--- src/rtl/uart_pkg.sv ---
// rtl/uart_pkg.sv - shared types, constants and round-robin pick helper for the UART MMIO arbiter
package uart_pkg;

    typedef enum logic [2:0] {IDLE, REQ, RESP, ERR, DRAIN} arb_state_e;

    localparam logic [31:0] ERR_RDATA = 32'hDEAD_BEEF;
    localparam int unsigned MAX_REQ   = 8;

    // Returns {found, index}: first set bit of valid[n-1:0] at or after ptr, searching cyclically.
    function automatic logic [3:0] rr_pick(input logic [7:0] valid, input logic [2:0] ptr,
                                           input int unsigned n);
        logic [3:0] res;
        logic [2:0] idx;
        res = '0;
        for (int unsigned i = 0; i < MAX_REQ; i++) begin
            idx = 3'((32'(ptr) + i) % n);
            if (i < n && !res[3] && valid[idx]) begin
                res = {1'b1, idx};
            end
        end
        return res;
    endfunction

endpackage

--- src/rtl/uart_mmio_arb_rr_arbiter.sv ---
// rtl/uart_mmio_arb_rr_arbiter.sv - combinational rotate-priority pick for the UART MMIO arbiter
module rr_arbiter
    import uart_pkg::*;
#(
    parameter int N = 4,
    localparam int IW = $clog2(N)
) (
    input  logic [N-1:0]  valid,
    input  logic [IW-1:0] ptr,
    output logic          found,
    output logic [IW-1:0] index,
    output logic [N-1:0]  onehot
);

    logic [3:0] pick;

    always_comb begin
        pick   = rr_pick(8'(valid), 3'(ptr), N);
        found  = pick[3];
        index  = IW'(pick[2:0]);
        onehot = found ? (N'(1) << index) : '0;
    end

endmodule

--- src/rtl/uart_mmio_arb.sv ---
// rtl/uart_mmio_arb.sv - round-robin arbiter sharing the UART MMIO slave port between NUM_REQ masters
// Optional transaction watchdog with error response: UART_ARB_TIMEOUT_EN.
module uart_mmio_arb
    import uart_pkg::*;
#(
    parameter int NUM_REQ        = 4,
    parameter int TIMEOUT_CYCLES = 64
) (
    input  logic                    i_clk,
    input  logic                    i_rst_n,
    input  logic [NUM_REQ-1:0]      i_req_valid,
    output logic [NUM_REQ-1:0]      o_req_ready,
    input  logic [NUM_REQ*32-1:0]   i_req_addr,
    input  logic [NUM_REQ*32-1:0]   i_req_wdata,
    input  logic [NUM_REQ*4-1:0]    i_req_wmask,
    output logic [NUM_REQ-1:0]      o_resp_valid,
    output logic [31:0]             o_resp_rdata,
    input  logic [NUM_REQ-1:0]      i_resp_ready,
    output logic                    o_m_req_valid,
    input  logic                    i_m_req_ready,
    output logic [31:0]             o_m_req_addr,
    output logic [31:0]             o_m_req_wdata,
    output logic [3:0]              o_m_req_wmask,
    input  logic                    i_m_resp_valid,
    input  logic [31:0]             i_m_resp_rdata,
    output logic                    o_m_resp_ready
);

    localparam int IW = $clog2(NUM_REQ);

    if (NUM_REQ < 2 || NUM_REQ > 8 || TIMEOUT_CYCLES < 2) begin : g_param_check
        $error("uart_mmio_arb: NUM_REQ must be 2..8 and TIMEOUT_CYCLES at least 2");
    end

    arb_state_e          state, state_nxt;
    logic [IW-1:0]       rr_ptr, grant, ptr_next;
    logic [31:0]         lat_addr, lat_wdata;
    logic [3:0]          lat_wmask;
    logic                pick_found, adv_ptr, tmo_hit;
    logic [IW-1:0]       pick_idx;
    logic [NUM_REQ-1:0]  pick_onehot, grant_onehot;

    rr_arbiter #(.N(NUM_REQ)) u_pick (
        .valid  (i_req_valid),
        .ptr    (rr_ptr),
        .found  (pick_found),
        .index  (pick_idx),
        .onehot (pick_onehot)
    );

    assign grant_onehot = NUM_REQ'(1) << grant;
    assign ptr_next     = (grant == IW'(NUM_REQ - 1)) ? '0 : grant + IW'(1);

    // Slave read data is decoded from the address, so the latched fields drive the slave continuously.
    assign o_m_req_addr  = lat_addr;
    assign o_m_req_wdata = lat_wdata;
    assign o_m_req_wmask = lat_wmask;

`ifdef UART_ARB_TIMEOUT_EN
    localparam int CW = $clog2(TIMEOUT_CYCLES);

    logic [CW-1:0] tmo_cnt;
    logic          accepted;

    assign tmo_hit = (state == REQ || state == RESP) && (tmo_cnt == CW'(TIMEOUT_CYCLES - 1));

    // Saturates at the limit so a late slave accept still falls into ERR instead of wrapping.
    always_ff @(posedge i_clk or negedge i_rst_n) begin
        if (!i_rst_n) begin
            tmo_cnt  <= '0;
            accepted <= 1'b0;
        end else if (state == IDLE) begin
            tmo_cnt  <= '0;
            accepted <= 1'b0;
        end else if (state == REQ || state == RESP) begin
            if (!tmo_hit) tmo_cnt <= tmo_cnt + CW'(1);
            if (state == REQ && i_m_req_ready) accepted <= 1'b1;
        end
    end
`else
    assign tmo_hit = 1'b0;
`endif

    always_comb begin
        state_nxt      = state;
        adv_ptr        = 1'b0;
        o_req_ready    = '0;
        o_m_req_valid  = 1'b0;
        o_resp_valid   = '0;
        o_resp_rdata   = '0;
        o_m_resp_ready = 1'b0;
        case (state)
            IDLE: begin
                o_req_ready = pick_onehot & {NUM_REQ{i_rst_n}};
                if (pick_found) state_nxt = REQ;
            end
            REQ: begin
                o_m_req_valid = 1'b1;
                if (i_m_req_ready) state_nxt = RESP;
                else if (tmo_hit)  state_nxt = ERR;
            end
            RESP: begin
                o_resp_valid   = i_m_resp_valid ? grant_onehot : '0;
                o_resp_rdata   = i_m_resp_rdata;
                o_m_resp_ready = i_resp_ready[grant];
                if (i_m_resp_valid && i_resp_ready[grant]) begin
                    adv_ptr   = 1'b1;
                    state_nxt = IDLE;
                end else if (tmo_hit) begin
                    state_nxt = ERR;
                end
            end
`ifdef UART_ARB_TIMEOUT_EN
            ERR: begin
                o_resp_valid = grant_onehot;
                o_resp_rdata = ERR_RDATA;
                if (i_resp_ready[grant]) begin
                    adv_ptr   = 1'b1;
                    state_nxt = accepted ? DRAIN : IDLE;
                end
            end
            DRAIN: begin
                o_m_resp_ready = 1'b1;
                if (i_m_resp_valid) state_nxt = IDLE;
            end
`endif
            default: state_nxt = IDLE;
        endcase
    end

    always_ff @(posedge i_clk or negedge i_rst_n) begin
        if (!i_rst_n) begin
            state     <= IDLE;
            rr_ptr    <= '0;
            grant     <= '0;
            lat_addr  <= '0;
            lat_wdata <= '0;
            lat_wmask <= '0;
        end else begin
            state <= state_nxt;
            if (state == IDLE && pick_found) begin
                grant     <= pick_idx;
                lat_addr  <= i_req_addr[32*pick_idx +: 32];
                lat_wdata <= i_req_wdata[32*pick_idx +: 32];
                lat_wmask <= i_req_wmask[4*pick_idx +: 4];
            end
            if (adv_ptr) rr_ptr <= ptr_next;
        end
    end

endmodule

--- config.mk ---
export PLATFORM = sky130hd
export DESIGN_NAME = uart_mmio_arb
export DESIGN_NICKNAME = d
export VERILOG_FILES = /design/src/rtl/uart_pkg.sv /design/src/rtl/uart_mmio_arb_rr_arbiter.sv /design/src/rtl/uart_mmio_arb.sv
export SDC_FILE = /design/constraint.sdc
export NUM_CORES = 1
export LEC_CHECK = 0
export BUFFER_PORTS_ARGS = -buffer_cell sky130_fd_sc_hd__buf_2
export CAP_MARGIN = 20
export CORE_AREA = 4 4 162 164
export CTS_CLUSTER_SIZE = 24
export DETAILED_ROUTE_END_ITERATION = 10
export DIE_AREA = 0 0 166 168
export PLACE_DENSITY_LB_ADDON = 0.2
export SLEW_MARGIN = 5
export SYNTH_ARGS = -nofsm -noshare
export SYNTH_HDL_FRONTEND = slang
export SYNTH_HIERARCHICAL = 1
export SYNTH_SLANG_ARGS = --single-unit
export TNS_END_PERCENT = 20
--- constraint.sdc ---
create_clock -name i_clk -period 2.3 [get_ports i_clk]
set_input_delay 0.23 -clock i_clk [delete_from_list [all_inputs] [get_ports i_clk]]
set_output_delay 0.23 -clock i_clk [all_outputs]
set_load 0.02 [all_outputs]
==> summary.md <==
| Metric | Value |
|---|---|
| Outcome | complete, no violations |
| Clock Path Buffers | 2 |
| Slew Viols, Final | 0 |
| Post-synthesis sequential area ratio | 37.1% |
| Ant diodes | 0 |
| CP required | 2.53 ns |
| P&R area growth vs syn | 57.5% |
| Drc violations | 0 |
| Met2 Usage GRT | 27.9% |
| Chip height | 168 um |
| Peak Freq | 0.468 GHz |
| Dpl hpwl | 17.3 mm |
| Pwr dens | 1170 mW/mm^2 |
| Row count | 58 |
| Final worst path period need | 2.14 ns |
| H-tree level count | 3 |
| Core region area | 0.0249 mm^2 |
| Xor and xnor area share after synthesis | 0% |
| Crit start category | flop |
| Die area | 0.0279 mm^2 |
| Vias | 5300 |
| Most frequent cells in the layout | buf_2, nand2_1, dfrtp_1 |
| Peak VDD IR | 0.440 mV |
| Met1 GRT Util | 15.9% |
| Critical path class | flop to flop |
| Die width | 166 um |
| Final wirelength | 21.3 mm |
| Hold Vio Cnt, Final | 0 |
| Clk sinks | 74 |
| Post-synthesis mux area share | 31.5% |
| CP arrival | 2.36 ns |
| Synth Area in Compound Gates | 3.08% |
| Starting Density | 20.0% |
| Clk_skew | 0.00550 ns |
| CTS tree | yes |
| WL/cell | 17.2 um |
| Clk_lat worst skew | 0.33 ns |
| Largest family of logic cells by synthesized area | multiplexers |
| Syn_area_per_cell | 10.3 um^2 |
| Met3 usage | 4.32% |
| IO Port Bufs | 425 |
| Total grt overflow | 0 |
| CP Capture Type | flop |
| TritonCTS Buffers | 9 |
| Root Buffer Master | clkbuf_16 |
| Ys Warns | 6 |
| Syn Inst Count | 485 |
| Syn Nets | 805 |
| Via-per-instance ratio | 4.27 |
| Max cap viols | 0 |
| Gpl congestion | 0.855 |
| Simple-gate share of the synthesized area | 22.6% |
| RSZ-0062 raised after global routing | yes |
| Mapped cell area | 0.00499 mm^2 |
| Nets | 1225 |
| Io pins | 426 |
| Post-Synth Adder-Cell Area | 1.00% |
| Number of global-route vias before repair | 5686 |
| Most Crowded Layer GR | met2 |
| Max-slew headroom | 60.0% |
| Share of post-route cells with drive strength above 1 | 59.0% |
| DRT Pass-1 Iters | 4 |
| FILL cells | 2662 |
| Crit Path Max Fanout | 40 |
| Number of synthesized flops with an enable pin | 0 |
| Worst Tran Pin Value | 0.599 ns |
| Post-placement cell area | 0.00757 mm^2 |
| Final ANT Viol Nets | 0 |
| First DRT Iteration DRCs | 191 |
| Fin crit share | 92.9% |
| Final Instance Area | 0.00786 mm^2 |
| Setup violators final | 0 |
| Fin util | 31.6% |
| Worst Hold Class | primary input to flop |
| Reg clk slew, reported paths | 0.06 ns |
| Gr usage total | 14.6% |
| Initial antenna violation count | 1 |
| Synthesized flop and latch total | 74 |
| Commonest non-fill, non-tap cell in the layout | buf_2 |
| Largest net degree at the start of global routing | 45 |
| Cell variety after synth | 33 |
| Leakage power | 4.28 nW |
| Most common flop cell mapped by yosys | dfrtp_1 |
| Fraction of registers with async set/reset | 100% |
| Global-route wire length before repair | 31.9 mm |
[report_power, final]
part | internal, mW | switching (mW) | leakage, nW | total (mW)
Combinational | 2.28 | 3.21 | 3.24 | 5.48
Clock | 0.760 | 0.593 | 0.131 | 1.35
Sequential | 1.97 | 0.382 | 0.906 | 2.35
[cell type report]
class	instances	area [um^2]	area share [%]
Tap cell	330	413	5.25
Timing Repair Buffer	446	2350	29.9
Multi-Input combinational cell	366	2930	37.3
Clock inverter	6	41.3	0.525
Sequential cell	74	1850	23.6
Clock buffer	10	239	3.04
Inverter	8	30.0	0.382
[critical path, cell delays in order (launching register included)]
cell and delay, ns:
dfrtp_1 0.40, nand2b_1 0.14, o21ai_1 0.11, a211oi_4 0.31, buf_12 0.34, mux4_2 0.56, nand2_1 0.08, nand2_1 0.05
[worst paths after layout]
path	from	endpoint	slack, ns	cells past startpoint
max	rr_ptr[0]	o_m_req_addr[22]	0.16	7
min	i_m_req_ready	state[0]	0.12	2
max reg2reg	rr_ptr[0]	o_m_req_addr[22]	0.16	7
min reg2reg	o_m_req_wdata[22]	o_m_req_wdata[22]	0.47	2
max in group asynchronous	i_rst_n	o_m_req_wdata[6]	1.22	3
min in group asynchronous	i_rst_n	o_m_req_addr[12]	0.29	2
[stage by stage]
step                hold WS (ns)  setup TNS (ns)  power (mW)  cells  setup WS [ns]
CTS                        0.104               0        9.40   1240          0.128
global route               0.117         -0.0848        9.93   1240        -0.0309
floorplan                -0.0656               0        5.99    485          0.281
finish                     0.125               0        9.18   1240          0.164
detailed placement        0.0618               0        7.97   1223          0.136
global placement          0.0611               0        7.95   1223          0.150
[registers in the layout, summed over array words and instances, names as in the netlist]
signal,cells
o_m_req_wdata,32
state,2
rr_ptr,2
o_m_req_wmask,4
o_m_req_addr,32
grant,2
[cell usage after synthesis (all sizes together) (2+ instances only)]
| cell | count | area share [%] |
|---|---|---|
| and3 | 8 | 1.0 |
| mux2i | 2 | 0.40 |
| inv | 8 | 0.60 |
| a211oi | 2 | 0.40 |
| dfrtp | 74 | 37 |
| mux4 | 68 | 31 |
| nor2b | 2 | 0.25 |
| nor2 | 6 | 0.45 |
| clkbuf | 17 | 1.3 |
| o21ai | 7 | 0.70 |
| a21oi | 7 | 0.78 |
| mux2 | 2 | 0.45 |
| and2 | 33 | 4.1 |
| nand2b | 4 | 0.55 |
| nand2 | 210 | 16 |
| o211a | 2 | 0.40 |
| ha | 4 | 1.0 |
| buf | 20 | 2.7 |
| nor3 | 3 | 0.30 |
[what timing repair did]
action                                  in CTS  in global routing
resized for setup                            0                  0
hold buffers                                 1                  0
endpoints found under the setup margin       0                  5
buffers inserted                             0                  0
hold endpoints to repair                     2                  0
[cell families after synthesis]
group / after synthesis
AOI/OAI and AO/OA: 23
adders and majority gates: 4
buffers and inverters: 45
DFF: 74
muxes: 72
and+or+nand+nor: 267
[routing by layer]
metal / up-vias / share of wire [%]
met4: 2 / 1.3
met2: 259 / 54
met5: - / 0.061
met3: 16 / 7.4
met1: 2509 / 37
li1: 2514 / -
(Power assumes the default switching activity.)
